### src/rtl/mux_scan_sequencer.sv
`default_nettype none
// ============================================================================
// Module      : mux_scan_sequencer
// Description : Steps a 4-bit select through all 16 channels of an external
//               16:1 mux, holds each channel for SETTLE cycles, and samples
//               the mux output on the last cycle of each hold. The 16 samples
//               are assembled into a word that is published on completion.
// Revision    : 1.0 - initial release
// ----------------------------------------------------------------------------
// Parameters
//   SETTLE     : cycles each select value is held (1..15)
// Ports
//   clk        : clock, all state updates on rising edge
//   reset      : synchronous active-high reset
//   start      : scan request, honoured only in IDLE
//   abort      : cancel scan in progress, returns to IDLE
//   continuous : restart automatically after each completed scan
//   mux_in     : single-bit output of the downstream 16:1 mux
//   select     : registered channel index driven to the mux
//   busy       : high while scanning
//   done       : single-cycle completion pulse
//   scan_word  : last completed scan, bit i sampled while select was i
// ============================================================================
module mux_scan_sequencer #(
  parameter int SETTLE = 2
) (
  input  logic        clk,
  input  logic        reset,
  input  logic        start,
  input  logic        abort,
  input  logic        continuous,
  input  logic        mux_in,
  output logic [3:0]  select,
  output logic        busy,
  output logic        done,
  output logic [15:0] scan_word
);

  typedef enum logic [1:0] {
    IDLE = 2'd0,
    SCAN = 2'd1,
    DONE = 2'd2
  } state_t;

  // Value of cnt on the sampling cycle of each channel hold.
  localparam logic [3:0] CNT_LAST = 4'(SETTLE - 1);
  localparam logic [3:0] SEL_LAST = 4'd15;

  state_t      state, state_next;
  logic [3:0]  select_next;
  logic [3:0]  cnt, cnt_next;
  logic [15:0] work, work_next;
  logic [15:0] scan_word_next;

  // --------------------------------------------------------------------------
  // State register
  // --------------------------------------------------------------------------
  always_ff @(posedge clk) begin
    if (reset) begin
      state     <= IDLE;
      select    <= 4'd0;
      cnt       <= 4'd0;
      work      <= 16'd0;
      scan_word <= 16'd0;
    end else begin
      state     <= state_next;
      select    <= select_next;
      cnt       <= cnt_next;
      work      <= work_next;
      scan_word <= scan_word_next;
    end
  end

  // --------------------------------------------------------------------------
  // Next-state logic
  // --------------------------------------------------------------------------
  always_comb begin
    state_next     = state;
    select_next    = select;
    cnt_next       = cnt;
    work_next      = work;
    scan_word_next = scan_word;

    if (abort) begin
      // Partial work is thrown away; the published word is left untouched.
      state_next  = IDLE;
      select_next = 4'd0;
      cnt_next    = 4'd0;
      work_next   = 16'd0;
    end else begin
      case (state)
        IDLE: begin
          select_next = 4'd0;
          cnt_next    = 4'd0;
          if (start) begin
            state_next = SCAN;
            work_next  = 16'd0;
          end
        end

        SCAN: begin
          if (cnt == CNT_LAST) begin
            cnt_next          = 4'd0;
            work_next[select] = mux_in;
            if (select == SEL_LAST) begin
              // Publish including the bit captured on this very edge.
              state_next     = DONE;
              scan_word_next = work_next;
            end else begin
              select_next = select + 4'd1;
            end
          end else begin
            cnt_next = cnt + 4'd1;
          end
        end

        DONE: begin
          select_next = 4'd0;
          cnt_next    = 4'd0;
          if (continuous) begin
            state_next = SCAN;
            work_next  = 16'd0;
          end else begin
            state_next = IDLE;
          end
        end

        default: begin
          state_next  = IDLE;
          select_next = 4'd0;
          cnt_next    = 4'd0;
        end
      endcase
    end
  end

  // Status outputs decode directly from the state register, so an abort in
  // DONE cannot retract the pulse already being presented.
  assign busy = (state == SCAN);
  assign done = (state == DONE);

endmodule
`default_nettype wire

### config.mk
export PLATFORM = sky130hd
export DESIGN_NAME = mux_scan_sequencer
export DESIGN_NICKNAME = d
export VERILOG_FILES = /design/src/rtl/mux_scan_sequencer.sv
export SDC_FILE = /design/constraint.sdc
export NUM_CORES = 1
export LEC_CHECK = 0
export CELL_PAD_IN_SITES_DETAIL_PLACEMENT = 1
export CELL_PAD_IN_SITES_GLOBAL_PLACEMENT = 1
export CORE_ASPECT_RATIO = 0.5
export CORE_MARGIN = 2
export CORE_UTILIZATION = 40
export CTS_CLUSTER_SIZE = 12
export DETAILED_ROUTE_END_ITERATION = 10
export PLACE_DENSITY_LB_ADDON = 0.12
export SLEW_MARGIN = 20
export SYNTH_ARGS = -nofsm -noshare
export SYNTH_HDL_FRONTEND = slang
export SYNTH_SLANG_ARGS = --single-unit
export TNS_END_PERCENT = 50
### constraint.sdc
create_clock -name clk -period 2.1 [get_ports clk]
set_input_delay 0.21 -clock clk [delete_from_list [all_inputs] [get_ports clk]]
set_output_delay 0.21 -clock clk [all_outputs]
set_load 0.03 [all_outputs]
==> impl_metrics.csv, run 1 <==
group,metric,value,unit
status,status,"finished, final reports clean",
drt,vias_per_cell,5.58,
layout,mostFrequentLayoutCells,"41 x dfxtp_1, 27 x clkdlybuf4s50_1, 23 x inv_1",
setup_path,r2r_cells,5,
clocking,cts_buffers,5,
place,place_inst,283,
global_routing,grt_pass1_vias,1617,
worst_hold_path,holdPathStages,1,
worst_hold_path,worstHoldStart,"cnt[0]",
sta,setup_violations,0,
setup_path,path_cells,"ha_1 > or3b_4 > buf_4 > o311ai_0 > o21ai_1",
setup_path,critPathBufInv,1,
power_and_ir_drop,ir_worst_vdd,0.242,mV
sta,timing.final.crit_share,0.876,
sta,worst_pin_slew,445,ps
die,start_util,0.423,
setup_path,arrival,2010,ps
sta,hold_violations,0,
die,die_h,52.6,um
worst_hold_path,hold_path.class,"reg -> reg",
setup_path,timing.rr.start,"cnt[0]",
setup_path,crit_slowest_cell,"or3b_4",
synthesis,synthCells,205,
layout,post_route_cells_drive_above_1_share,0.0983,
sta,whs,477,ps
global_routing,antenna_found_initial,0,
drt,drt_drc_violations_left,0,
die,dieArea,5320,um2
die,rows,17,
setup_path,max_stage_delay,470,ps
global_routing,overflow,0,
synthesis,yosys.cell_types.count,28,
setup_path,worstPathMaxFanout,14,
sta,rsz0062_at_grt,"no",
clocking,clock_sinks,41,
setup_path,cp_top_family,"simple AND/OR/NAND/NOR gates",
sta,clock.fmax,0.543,GHz
sta,tns,0,ps
setup_path,cp-start-kind,"flop",
die,die_w,101,um
clocking,clockBufferDepth,2,
setup_path,worstSetupPathType,"reg -> reg",
worst_hold_path,min_to,"cnt[0]",
power_and_ir_drop,power.leakage,0.853,nW
sta,fin_crit,1840,ps
place,portBuffers,27,
synthesis,netlist_area,1890,um2
global_routing,grt_max_degree,17,
setup_path,cp-startpoint,"cnt[0]",
layout,num-nets-final,247,
drt,drt_pre_antenna_iters,4,
setup_path,rr_endpoint,"scan_word[4]",
clocking,cts_tree,"built",
clocking,clkTransAtPathRegs,80,ps
synthesis,synth-seq-cells,41,
global_routing,grt_use_total,0.202,
drt,wire_per_inst,16.6,um
clocking,cts-htree-levels,2,
power_and_ir_drop,p_per_area,595,nW/um2
synthesis,seq_area_frac_synth,0.434,
drt,wl,4.83,mm
setup_path,required,2270,ps
sta,relSlewSlack,0.703,
layout,final_common_cell,"dfxtp_1",
synthesis,synth.avg_cell_area,9.22,um2
drt,ant_nets,0,
sta,skew,5.95,ps
synthesis,syn_nets,219,
die,coreArea,4470,um2
setup_path,reg2reg_slack,260,ps
drt,drt_iter0_drc,113,
flow_run,maxCapViolCount,0,
sta,drv_slew,0,
place,dp_hpwl,3.46,mm
setup_path,cp-end-kind,"flop",
clocking,cts-root-buf,"clkbuf_8",
layout,area_growth,25.2,%
global_routing,grt_pass1_wl,8.13,mm
synthesis,yosysWarnings,0,
drt,dr_total_vias,1624,
clocking,clock_latency,290,ps
layout,antennaDiodeCount,0,
place,place_congestion,0.821,
die,io_pins,28,
layout,fin_cells,291,
## power by group
group	total, mW	internal, mW	switching [mW]
sequential	0.780	0.778	0.00185
clock	0.571	0.297	0.274
combinational	0.0564	0.0232	0.0332
total	1.41	1.10	0.309
## how the worst max path moves through the flow
stage | end | slack [ps] | cells past startpoint
2_1_floorplan | scan_word[10] | 340 | 6
3_3_place_gp | scan_word[7] | 220 | 5
3_5_place_dp | scan_word[4] | 90 | 5
4_1_cts | scan_word[4] | 90 | 5
5_1_grt | scan_word[4] | 40 | 5
6_report | scan_word[4] | 260 | 5
## worst reg2reg max path, cell delays in order (launching register included)
cell and delay (ps):
dfxtp_1 380, ha_1 180, or3b_4 470, buf_4 220, o311ai_0 360, o21ai_1 110
## timing repair
item,4_1_cts,5_1_grt
gates resized for setup,0,1
setup buffers,0,0
hold buffers,0,0
endpoints found under the setup margin,0,6
## layer usage
layer  track usage  routed length (um)
met5             0                   0
met4        0.0473                  33
met3        0.0480                 168
met2         0.311                2040
met1         0.285                2590
## through the flow
stage / instance area [um2] / util / setup slack [ps] / total power, mW
after floorplan: 1890 / - / 336 / 0.825
after global placement: 2260 / 0.506 / 225 / 0.854
after detailed placement: 2260 / 0.506 / 90.0 / 0.854
after CTS: 2360 / 0.529 / 88.4 / 1.42
after global routing: 2370 / 0.530 / 38.6 / 1.46
final: 2370 / 0.530 / 260 / 1.41
## logic make-up after synthesis
| family | count (synthesis) | synth area share |
|---|---|---|
| and+or+nand+nor | 39 | 0.128 |
| xor gates and xnor gates | 2 | 0.00927 |
| muxes | 16 | 0.0848 |
| DFF | 41 | 0.434 |
| buffers and inverters | 41 | 0.0834 |
| adders and majority gates | 8 | 0.0530 |
| AOI/OAI and AO/OA | 58 | 0.207 |
## cell usage after synthesis
cell type	count	area (um2)
o21ai_0	6	30.0
or3b_1	2	17.5
o221ai_2	1	15.0
nor2_1	6	22.5
nor2b_1	1	6.26
ha_1	8	100
o21a_1	1	7.51
clkbuf_1	15	56.3
nor4b_2	1	15.0
a21oi_1	5	25.0
and3_1	1	6.26
nand3b_1	8	60.1
xnor2_1	1	8.76
buf_2	3	15.0
o21ai_1	11	55.1
or4_1	2	15.0
dfxtp_1	41	821
o31ai_1	2	15.0
o22ai_1	15	93.8
nand3_1	9	45.0
nor3b_1	5	37.5
nand2b_1	1	6.26
o311ai_0	16	140
xor2_1	1	8.76
o41ai_1	1	8.76
mux2i_1	16	160
inv_1	23	86.3
nand2_1	3	11.3
## flip-flops by register name (all words and copies together), names as in the netlist
signal and flops:
cnt 4, scan_word 16, select 4, state 2, work 15
## cell type report
class                           instances  area [um2]
Clock buffer                            7        96.3
Multi-Input combinational cell        123         913
Clock inverter                          1        5.00
Tap cell                               57        71.3
Inverter                               23        86.3
Timing Repair Buffer                   39         373
Fill cell                             512        2100
Sequential cell                        41         821
No activity file was read; power rests on OpenSTA's default activity.
==> run 2, diff against run 1 <==
Settings changed: CORE_MARGIN 2 to unset.
==> impl_metrics.csv, run 2 (synthesis gave the netlist of run 1 again) <==
group,metric,value,unit
sta,skew,6.02,ps
drt,wire_per_inst,16.8,um
power_and_ir_drop,p_per_area,594,nW/um2
setup_path,reg2reg_slack,200,ps
drt,ant_nets,0,
drt,dr_total_vias,1634,
place,dp_hpwl,3.39,mm
die,die_h,50.6,um
layout,final_common_cell,"dfxtp_1",
clocking,clockBufferDepth,2,
layout,utilization,0.529,
clocking,holdBufCountCts,0,
layout,post_route_cells_drive_above_1_share,0.0940,
die,coreArea,4470,um2
setup_path,r2r_cells,5,
drt,wl,4.89,mm
global_routing,grt_use_total,0.212,
power_and_ir_drop,power,1.40,mW
layout,fin_cells,291,
layout,mostFrequentLayoutCells,"41 x dfxtp_1, 27 x clkdlybuf4s50_1, 23 x inv_1",
clocking,clock_latency,290,ps
layout,num-nets-final,247,
drt,drt_pre_antenna_iters,4,
sta,hold_violations,0,
place,portBuffers,27,
die,dieArea,5020,um2
setup_path,arrival,2070,ps
sta,clock.fmax,0.526,GHz
die,die_w,99.2,um
place,place_inst,283,
die,rows,17,
setup_path,required,2270,ps
layout,fillers,509,
clocking,postCtsSetupRepairBufs,0,
drt,drt_drc_violations_left,0,
power_and_ir_drop,ir_worst_vdd,0.228,mV
flow_run,maxCapViolCount,0,
worst_hold_path,worstHoldStart,"cnt[0]",
die,start_util,0.423,
die,io_pins,28,
global_routing,grt_max_degree,18,
place,place_area,2260,um2
sta,worst_pin_slew,564,ps
drt,vias_per_cell,5.62,
sta,drv_slew,0,
layout,area_growth,25.1,%
sta,setup_violations,0,
clocking,clkTransAtPathRegs,80,ps
status,status,"finished, final reports clean",
layout,largest_reg_flops,16,
global_routing,grt_pass1_wl,8.00,mm
sta,rsz0062_at_grt,"no",
sta,fin_crit,1900,ps
clocking,cts_tree,"built",
clocking,cts_resized,0,
setup_path,rr_endpoint,"scan_word[4]",
sta,tns,0,ps
place,place_congestion,0.825,
worst_hold_path,hold_path.class,"reg -> reg",
layout,reg_top3,"scan_word (16), work (15)",
clocking,cts_buffers,5,
sta,timing.final.crit_share,0.905,
clocking,cts-htree-levels,2,
setup_path,timing.rr.start,"cnt[0]",
setup_path,cp-start-kind,"flop",
sta,relSlewSlack,0.624,
setup_path,worstPathMaxFanout,13,
setup_path,cp-end-kind,"flop",
setup_path,worstSetupPathType,"reg -> reg",
clocking,clock_sinks,41,
global_routing,antenna_found_initial,0,
drt,drt_iter0_drc,61,
setup_path,crit_end,"scan_word[4]",
layout,register_area,821,um2
power_and_ir_drop,power.leakage,0.851,nW
layout,antennaDiodeCount,0,
global_routing,grt_pass1_vias,1594,
layout,multi_input_area,911,um2
layout,top_register,"scan_word",
global_routing,overflow,0,
layout,final_cell_area,2360,um2
clocking,cts-root-buf,"clkbuf_8",
setup_path,cp-startpoint,"cnt[0]",
==> run 2: changes by cell type in the layout (fill, tap and decap cells not counted) <==
cell / before / now
or3b_1: 1 / 2
or3b_4: 1 / 0
==> run 2: layer usage <==
layer | global-route usage | share of wire | wire length, um | vias up
li1 | - | - | - | 803
met4 | 0.0515 | 0.011 | 52 | 0
met1 | 0.271 | 0.50 | 2430 | 797
met3 | 0.0571 | 0.032 | 157 | 7
met2 | 0.361 | 0.46 | 2240 | 27
met5 | 0 | 0 | 0 | -
==> run 2: area by class of cell <==
class | count | share of cell area
clock buffer | 7 | 0.0408
timing repair buffer | 39 | 0.158
tap | 57 | 0.0302
sequential | 41 | 0.347
inverter | 23 | 0.0365
multi-input combinational | 123 | 0.385
clock inverter | 1 | 0.00212
==> run 2: worst max-delay path, stage by stage (launching register included) <==
cell	delay, ps
dfxtp_1	380
ha_1	180
or3b_1	500
buf_4	240
o311ai_0	350
o21ai_1	120
==> run 2: worst min path at each step <==
stage                     slack, ps  cells past startpoint             to
after floorplan                 280                      1  scan_word[15]
after global placement          450                      1         cnt[0]
after detailed placement        460                      2        work[5]
after CTS                       480                      2       work[13]
after global routing            490                      2       work[11]
final                           480                      1         cnt[0]
==> run 2: power by group <==
part           switching (mW)  internal, mW  total (mW)
registers             0.00187         0.778       0.780
logic                  0.0341        0.0223      0.0563
clock network           0.271         0.297       0.568
==> run 2: through the flow <==
| step | hold slack [ps] | worst slack (ps) |
|---|---|---|
| final | 477 | 199 |
| after global routing | 493 | 24.3 |
| after CTS | 476 | 204 |
| after detailed placement | 464 | 97.0 |
| after global placement | 448 | 152 |
| after floorplan | 279 | 336 |
